--- config.mk ---
export PLATFORM = sky130hd
export DESIGN_NAME = pll_rst_seq
export DESIGN_NICKNAME = d
export VERILOG_FILES = /design/src/rtl/pll_rst_seq_pkg.sv /design/src/rtl/pll_rst_seq_sync2.sv /design/src/rtl/pll_rst_seq.sv
export SDC_FILE = /design/constraint.sdc
export NUM_CORES = 1
export LEC_CHECK = 0
export ABC_AREA = 1
export BUFFER_PORTS_ARGS = -buffer_cell sky130_fd_sc_hd__buf_4
export CAP_MARGIN = 20
export CORE_MARGIN = 2
export CORE_UTILIZATION = 65
export CTS_CLUSTER_SIZE = 10
export DETAILED_ROUTE_END_ITERATION = 7
export PLACE_DENSITY = 0.85
export SYNTH_ARGS = -nofsm -noshare
export SYNTH_HDL_FRONTEND = slang
export SYNTH_SLANG_ARGS = --single-unit
--- constraint.sdc ---
create_clock -name clock_in -period 2.8 [get_ports clock_in]
set_input_delay 0.14 -clock clock_in [delete_from_list [all_inputs] [get_ports clock_in]]
set_output_delay 0.14 -clock clock_in [all_outputs]
set_load 0.01 [all_outputs]
--- src/rtl/pll_rst_seq_pkg.sv ---
// Shared definitions for the PLL reset sequencer: FSM state encoding and
// constant-function helpers used to size internal counters.
package pll_rst_seq_pkg;

  typedef enum logic [1:0] {
    PLL_RST   = 2'd0,
    WAIT_LOCK = 2'd1,
    STABLE    = 2'd2,
    RUN       = 2'd3
  } state_e;

  // Ceiling log2; returns 0 for values 0 and 1.
  function automatic int unsigned clog2(input int unsigned value);
    int unsigned res;
    res = 0;
    for (int unsigned i = 0; i < 32; i++) begin
      if ((64'd1 << i) < 64'(value)) res = i + 1;
    end
    return res;
  endfunction

  function automatic int unsigned max3(input int unsigned a, input int unsigned b,
                                       input int unsigned c);
    int unsigned m;
    m = a;
    if (b > m) m = b;
    if (c > m) m = c;
    return m;
  endfunction

endpackage

--- src/rtl/pll_rst_seq_sync2.sv ---
// Two-flop synchroniser with asynchronous active-low reset.
module sync2 (
  input  logic i_clk,
  input  logic i_rst_n,
  input  logic i_d,
  output logic o_q
);

  logic r_meta;
  logic r_sync;

  // Shift the asynchronous input through two flops.
  always_ff @(posedge i_clk or negedge i_rst_n) begin
    if (!i_rst_n) begin
      r_meta <= 1'b0;
      r_sync <= 1'b0;
    end else begin
      r_meta <= i_d;
      r_sync <= r_meta;
    end
  end

  assign o_q = r_sync;

endmodule

--- src/rtl/pll_rst_seq.sv ---
// PLL reset sequencer: pulses PLL RESETB, waits for a stable lock, then
// releases the system reset and generates divided clock enables.
module pll_rst_seq
  import pll_rst_seq_pkg::*;
#(
  parameter int unsigned           PLL_RST_CYCLES = 16,
  parameter int unsigned           LOCK_TIMEOUT   = 65536,
  parameter int unsigned           LOCK_STABLE    = 1024,
  parameter int unsigned           N_CE           = 2,
  parameter int unsigned           DIV_W          = 8,
  parameter logic [N_CE*DIV_W-1:0] CE_DIVS        = {8'd2, 8'd1}
) (
  input  logic            clock_in,
  input  logic            reset_n,
  input  logic            pll_lock,
  output logic            pll_resetb,
  output logic            rst_out_n,
  output logic [N_CE-1:0] ce,
  output logic [1:0]      state,
  output logic [7:0]      retries
);

  localparam int unsigned MAX_CYC = max3(PLL_RST_CYCLES, LOCK_TIMEOUT, LOCK_STABLE);
  localparam int unsigned CNT_W   = (clog2(MAX_CYC) < 1) ? 1 : clog2(MAX_CYC);

  localparam logic [CNT_W-1:0] RST_LAST     = CNT_W'(PLL_RST_CYCLES - 1);
  localparam logic [CNT_W-1:0] TIMEOUT_LAST = CNT_W'(LOCK_TIMEOUT - 1);
  localparam logic [CNT_W-1:0] STABLE_LAST  = CNT_W'(LOCK_STABLE - 1);

  localparam logic [1:0] S_PLL_RST   = PLL_RST;
  localparam logic [1:0] S_WAIT_LOCK = WAIT_LOCK;
  localparam logic [1:0] S_STABLE    = STABLE;
  localparam logic [1:0] S_RUN       = RUN;

  logic             w_lock_s;
  logic [1:0]       r_state;
  logic [1:0]       w_state_d;
  logic [CNT_W-1:0] r_cnt;
  logic [CNT_W-1:0] w_cnt_d;
  logic [7:0]       r_retries;
  logic [7:0]       w_retries_d;
  logic             w_retry_evt;

  sync2 u_sync_lock (
    .i_clk  (clock_in),
    .i_rst_n(reset_n),
    .i_d    (pll_lock),
    .o_q    (w_lock_s)
  );

  // Next-state, cycle counter and retry-event decode.
  always_comb begin
    w_state_d   = r_state;
    w_cnt_d     = r_cnt + 1'b1;
    w_retry_evt = 1'b0;
    case (r_state)
      S_PLL_RST: begin
        if (r_cnt == RST_LAST) begin
          w_state_d = S_WAIT_LOCK;
          w_cnt_d   = '0;
        end
      end
      S_WAIT_LOCK: begin
        if (w_lock_s) begin
          w_state_d = S_STABLE;
          w_cnt_d   = '0;
        end else if (r_cnt == TIMEOUT_LAST) begin
          w_state_d   = S_PLL_RST;
          w_cnt_d     = '0;
          w_retry_evt = 1'b1;
        end
      end
      S_STABLE: begin
        // A lock drop here is treated as a glitch: back to waiting, no retry.
        if (!w_lock_s) begin
          w_state_d = S_WAIT_LOCK;
          w_cnt_d   = '0;
        end else if (r_cnt == STABLE_LAST) begin
          w_state_d = S_RUN;
          w_cnt_d   = '0;
        end
      end
      default: begin
        w_cnt_d = '0;
        if (!w_lock_s) begin
          w_state_d   = S_PLL_RST;
          w_retry_evt = 1'b1;
        end
      end
    endcase
  end

  // Saturating retry counter next value.
  always_comb begin
    w_retries_d = r_retries;
    if (w_retry_evt && (r_retries != 8'hFF)) w_retries_d = r_retries + 8'd1;
  end

  // FSM, cycle counter and retry registers.
  always_ff @(posedge clock_in or negedge reset_n) begin
    if (!reset_n) begin
      r_state   <= S_PLL_RST;
      r_cnt     <= '0;
      r_retries <= 8'd0;
    end else begin
      r_state   <= w_state_d;
      r_cnt     <= w_cnt_d;
      r_retries <= w_retries_d;
    end
  end

  for (genvar gi = 0; gi < N_CE; gi++) begin : g_ce
    localparam logic [DIV_W-1:0] DIV_RAW = CE_DIVS[gi*DIV_W +: DIV_W];
    // A zero divisor behaves as divide-by-one.
    localparam logic [DIV_W-1:0] DIV_LAST = (DIV_RAW == '0) ? '0 : DIV_RAW - 1'b1;

    logic [DIV_W-1:0] r_div_cnt;

    // Count RUN cycles modulo the divisor; held at zero outside RUN.
    always_ff @(posedge clock_in or negedge reset_n) begin
      if (!reset_n) begin
        r_div_cnt <= '0;
      end else if ((r_state == S_RUN) && (w_state_d == S_RUN)) begin
        r_div_cnt <= (r_div_cnt == DIV_LAST) ? '0 : r_div_cnt + 1'b1;
      end else begin
        r_div_cnt <= '0;
      end
    end

    assign ce[gi] = (r_state == S_RUN) && (r_div_cnt == DIV_LAST);
  end

  assign pll_resetb = (r_state != S_PLL_RST);
  assign rst_out_n  = (r_state == S_RUN);
  assign state      = r_state;
  assign retries    = r_retries;

endmodule

---- Yosys cells after proc, flatten, opt, wreduce, memory -nomap -nowiden ----
Cells that the tools add are included.
word-level totals
  word-level logic and storage cells ...... 49
  register bits after elaboration ......... 44
  input bits .............................. 3
operators by class
  equality and inequality tests ........... 9
  reductions and logical operators ........ 8
  add/sub/neg operators ................... 4
  mux-type cells .......................... 21
operators with widths
  cell                                                                     count
  16-bit two-way mux                                                       5
  16-bit case mux with 3 select lines                                      1
  8-bit two-way mux                                                        4
  8-bit by 1-bit adder with 8-bit output, second input constant            3
  16-bit by 1-bit adder with 16-bit output, second input constant          1
  16-bit by 10-bit equality test with 1-bit output, second input constant  1
  16-bit equality test, second input constant                              1
  16-bit by 4-bit equality test with 1-bit output, second input constant   1
  2-bit two-way mux                                                        6
  8-bit by 1-bit equality test with 1-bit output, second input constant    1
  8-bit zero test                                                          1
  8-bit != test, second input constant                                     1
  2-bit equality test, second input constant                               3
  2-bit case mux with 3 select lines                                       1
  1-bit logical AND                                                        4
  1-bit two-way mux                                                        3
  2-bit by 1-bit equality test with 1-bit output, second input constant    1
  2-bit zero test                                                          1
  1-bit case mux with 2 select lines                                       1
  2-bit nonzero test                                                       1
  2-bit OR reduction                                                       1

---- Logic depth before layout (Yosys ltp) ----
  word-level depth ........................ 7
  depth in mapped cells ................... 10
  depth with buffers taken out ............ 10

---- Hierarchy ----
A second synthesis with hierarchy kept.
unflattened totals
  cell total of the unflattened synthesis .. 343
  area, all modules ....................... 2588.7 sq um
modules (own cells, without submodules)
  module       sequential area each (sq um)  area each (sq um)  times used  cells an instance
  pll_rst_seq  1051.0                        2538.7             1           341
  sync2        50.0                          50.0               1           2

---- Worst setup path after synthesis ----
Ideal clock, no wire load.
  kind .................................... register -> register
  start point ............................. reg r_cnt[0]
  end point ............................... reg r_retries[6], in the netlist retries[6]
  stages on the path, launching flop included .. 11
  path slack .............................. 1.370 ns
  period minus slack after synthesis ...... 1.430 ns
  data required time ...................... 2.683 ns
  arrival ................................. 1.313 ns
  cells stage by stage .................... dfrtp_1 -> ha_1 -> nand3_2 -> inv_2 -> nand2_2 -> nor2_4 -> nand2_2 -> nand2_4 -> nand2_4 -> nand2_1 -> nand2_1
between the ends
  word-level cells in the longest chain between the ends .. 5
RTL lines
  item                                line                RTL
  from (decl)                         pll_rst_seq.sv:38   logic [CNT_W-1:0] r_cnt;
  from (signal assigned)              pll_rst_seq.sv:107  r_cnt <= w_cnt_d;
  16-bit equality test                pll_rst_seq.sv:67   end else if (r_cnt == TIMEOUT_LAST) begin
  1-bit two-way mux                   pll_rst_seq.sv:67
  1-bit two-way mux                   pll_rst_seq.sv:64   if (w_lock_s) begin
  1-bit case mux with 2 select lines  pll_rst_seq.sv:56   case (r_state)
  1-bit logical AND                   pll_rst_seq.sv:96   if (w_retry_evt && (r_retries != 8'hFF)) w_retries_d = r_retries + 8'd1;
  to (signal assigned)                pll_rst_seq.sv:108  r_retries <= w_retries_d;
  to (decl)                           pll_rst_seq.sv:40   logic [7:0] r_retries;
Every way passes these cells.
A chain may end at the register's enable or synchronous reset.

---- Worst setup path in the final report ----
  start point ............................. reg u_sync_lock.r_sync, in the netlist u_sync_lock.o_q
  end point ............................... reg g_ce[0].r_div_cnt[3]
between the ends
  word-level cells in the longest chain between the ends .. 5
RTL lines
  item                                         line                                                     RTL
  from (decl)                                  pll_rst_seq_sync2.sv:10                                  logic r_sync;
  from (signal assigned)                       pll_rst_seq_sync2.sv:19                                  r_sync <= r_meta;
  2-bit two-way mux, on equally long branches  pll_rst_seq.sv:85, pll_rst_seq.sv:64, pll_rst_seq.sv:75
  2-bit case mux with 3 select lines *         pll_rst_seq.sv:56
  2-bit equality test *                        pll_rst_seq.sv:123                                       end else if ((r_state == S_RUN) && (w_state_d == S_RUN)) begin
  1-bit logical AND *                          pll_rst_seq.sv:123
  8-bit two-way mux *                          pll_rst_seq.sv:123
  to (signal assigned)                         pll_rst_seq.sv:124                                       r_div_cnt <= (r_div_cnt == DIV_LAST) ? '0 : r_div_cnt + 1'b1;
  to (decl)                                    pll_rst_seq.sv:117                                       logic [DIV_W-1:0] r_div_cnt;
Every way passes the cells marked *; elsewhere a longest branch is shown, timed or not.

==> flow_metrics.tcl <==
set metrics [dict create \
    place.port_buffers 16 \
    fin_setup_tns_ns 0 \
    grt_overflow_total 0 \
    first_iter_violations 130 \
    layout_commonest_cell "nand2_1" \
    fin_nets 372 \
    cts_setup_buffers 0 \
    clk_latency_ns 0.30 \
    leakage_uw 0.00149 \
    globalplace.congestion 0.839 \
    seq_area_frac_synth_pct 42.5 \
    cts_repair_resize_count 0 \
    cp.required_ns 3.00 \
    clk_pin_slew_ns 0.08 \
    ys_types 22 \
    critical_path_class "reg2reg" \
    cp_data_arrival_time_ns 2.01 \
    crit_fanout 15 \
    multi_input_area_sq_um 1300 \
    placed_area_sq_um 2750 \
    area_delta_synth_final_pct 10.7 \
    path_cells "inv_1, nor2_1, inv_1, nor3b_1" \
    finalCritPeriodShare_pct 64.6 \
    core_sq_um 3740 \
    grt_pass1_vias 2047 \
    finalHoldViolations 0 \
    antenna_found_initial 0 \
    peakVddDrop_mv 0.541 \
    ys_seq_elements 44 \
    fin_skew_ns 0.00582 \
    grt_usage_pct 26.6 \
    synth_top_flop_cell "dfrtp_1" \
    stdcell_count 412 \
    clkSinkCount 44 \
    setup_viol 0 \
    synth_top_area_share_pct 42.5 \
    clock_path_buffers 2 \
    die-area_sq_um 4500 \
    max_cap_violations 0 \
    hpwl_um 3960 \
    period_needed_ns 1.81 \
    yosysWarnings 0 \
    cts_root_buf "clkbuf_8" \
    drive_gt1_share_pct 11.0 \
    avgRoutedWirePerCell_um 13.3 \
    async_reset_ff_share_pct 100 \
    max-slew-margin-rel_pct 48.4 \
    end_kind "flip-flop" \
    avgSynthCellArea_sq_um 7.55 \
    synth.net_count 352 \
    powerDensity_nw_per_um2 560 \
    critPathMostFrequentCell "inv_1" \
    yosysTopAreaCell "dfrtp_1" \
    avgViaCountPerCell 5.48 \
    cts-htree-levels 2 \
    grt_max_degree 45 \
    drtPass1Iterations 4 \
    layout_common_cells "81 x nand2_1, 50 x nand3_1, 44 x nor2_1, 44 x dfrtp_1, 42 x inv_1" \
    cts_hold_buf 2 \
    critPathSlowestCell "dfrtp_1" \
    cts_tree "built" \
    die-width_um 67.1 \
    regArea_sq_um 1100 \
    nFillCells 283 \
    drcViolationCount 0 \
    initial_core_util_pct 69.2 \
    via_count 2257 \
    die_h_um 67.1 \
    tightestPinTransition_ns 0.772 \
    cp-start-kind "flip-flop" \
    synthesis.area_sq_um 2590 \
    io-pin-count 17 \
    grt_setup_unrepaired "no" \
    slew_violations 0 \
    hold_class "reg2reg" \
    ant_nets 0 \
    num_rows 22 \
    synth_area_leaders "dfrtp_1 43%, nand2_1 12%, nand3_1 9.7%, nor2_1 6.4%, inv_1 6.1%" \
    antenna_cells 0 \
    syn_inst 343 \
    worst_path_largest_cell_delay_ns 0.65 \
    drt-total-wl_um 5500 \
    dp_cells 402 \
    synth_edf_count 0 \
    grt_first_pass_wirelength_um 8870 \
    max_freq_mhz 553 \
    status "completed" \
    finish.instance_area_sq_um 2870 \
    cts_buffers 5 \
]
[metrics by stage]
step	utilization [%]	worst slack (ns)	hold WS, ns	power, uW
after floorplan	-	1.37	-0.156	1050
after global placement	73.5	1.14	0.158	1190
after detailed placement	73.5	1.07	0.160	1200
after CTS	76.5	1.05	0.373	1600
after global routing	76.5	0.854	0.391	1700
final	76.5	0.992	0.369	1600
[state kept, by name (all words and copies together), names as in the netlist]
signal	cells
state	2
r_cnt	16
retries	8
u_sync_lock.r_meta	1
g_ce.r_div_cnt	16
u_sync_lock.o_q	1
[cell type report]
class / count / share of cell area, %
clock inverter: 2 / 0.349
timing repair buffer: 19 / 5.15
inverter: 44 / 5.76
tap: 48 / 2.10
sequential: 44 / 38.4
clock buffer: 6 / 2.88
multi-input combinational: 249 / 45.3
[worst paths after layout]
| path | startpoint | end | slack [ns] | cells after the start |
|---|---|---|---|---|
| max in group asynchronous | reset_n | state[1]$_DFF_PN0_ | 2.07 | 2 |
| max reg2reg | u_sync_lock.o_q$_DFF_PN0_ | g_ce[0].r_div_cnt[3]$_DFF_PN0_ | 0.99 | 4 |
| min | u_sync_lock.r_meta$_DFF_PN0_ | u_sync_lock.o_q$_DFF_PN0_ | 0.37 | 0 |
| min reg2reg | u_sync_lock.r_meta$_DFF_PN0_ | u_sync_lock.o_q$_DFF_PN0_ | 0.37 | 0 |
| max | u_sync_lock.o_q$_DFF_PN0_ | g_ce[0].r_div_cnt[3]$_DFF_PN0_ | 0.99 | 4 |
| min in group asynchronous | reset_n | g_ce[1].r_div_cnt[0]$_DFF_PN0_ | 0.38 | 2 |
[power by group]
part | switching [uW] | leakage, uW | internal, uW
logic | 274 | 0.000838 | 161
registers | 67.7 | 0.000601 | 695
clock network | 208 | 0.0000510 | 197
total | 550 | 0.00149 | 1050
[metal layers]
layer,wire length [um],global-route usage (%),vias to the layer above,part of all wire [%]
li1,-,-,1143,-
met1,2470,35.0,1060,45
met2,2760,44.6,45,50
met3,200,5.41,9,3.6
met4,63,7.65,0,1.1
met5,0,0,-,0
[synth_stat cells, drive strengths merged, types with 2 or more instances]
master  count
nand2      87
nand3      53
nor2       48
dfrtp      44
inv        44
nand4      20
xor2       16
ha          6
clkbuf      5
xnor2       5
nor3        4
o21ai       4
nand3b      2
nor3b       2
nor4        2
[worst max-delay path, delay by kind of cell (launching register included)]
kind                   cells  cell delay (ns)
buffers and inverters      2             0.55
flip-flops                 1             0.65
AND/OR/NAND/NOR            2             0.52
[kinds of logic (layout without fill, tap and decap cells)]
family	count (synthesis)	after routing	synth area share, %
flops	44	44	42.5
simple gates	218	218	39.4
fa+ha+maj	6	6	2.90
xor+xnor	21	21	7.10
buf+inv	50	71	7.30
compound gates	4	4	0.773
(Power assumes the default switching activity.)
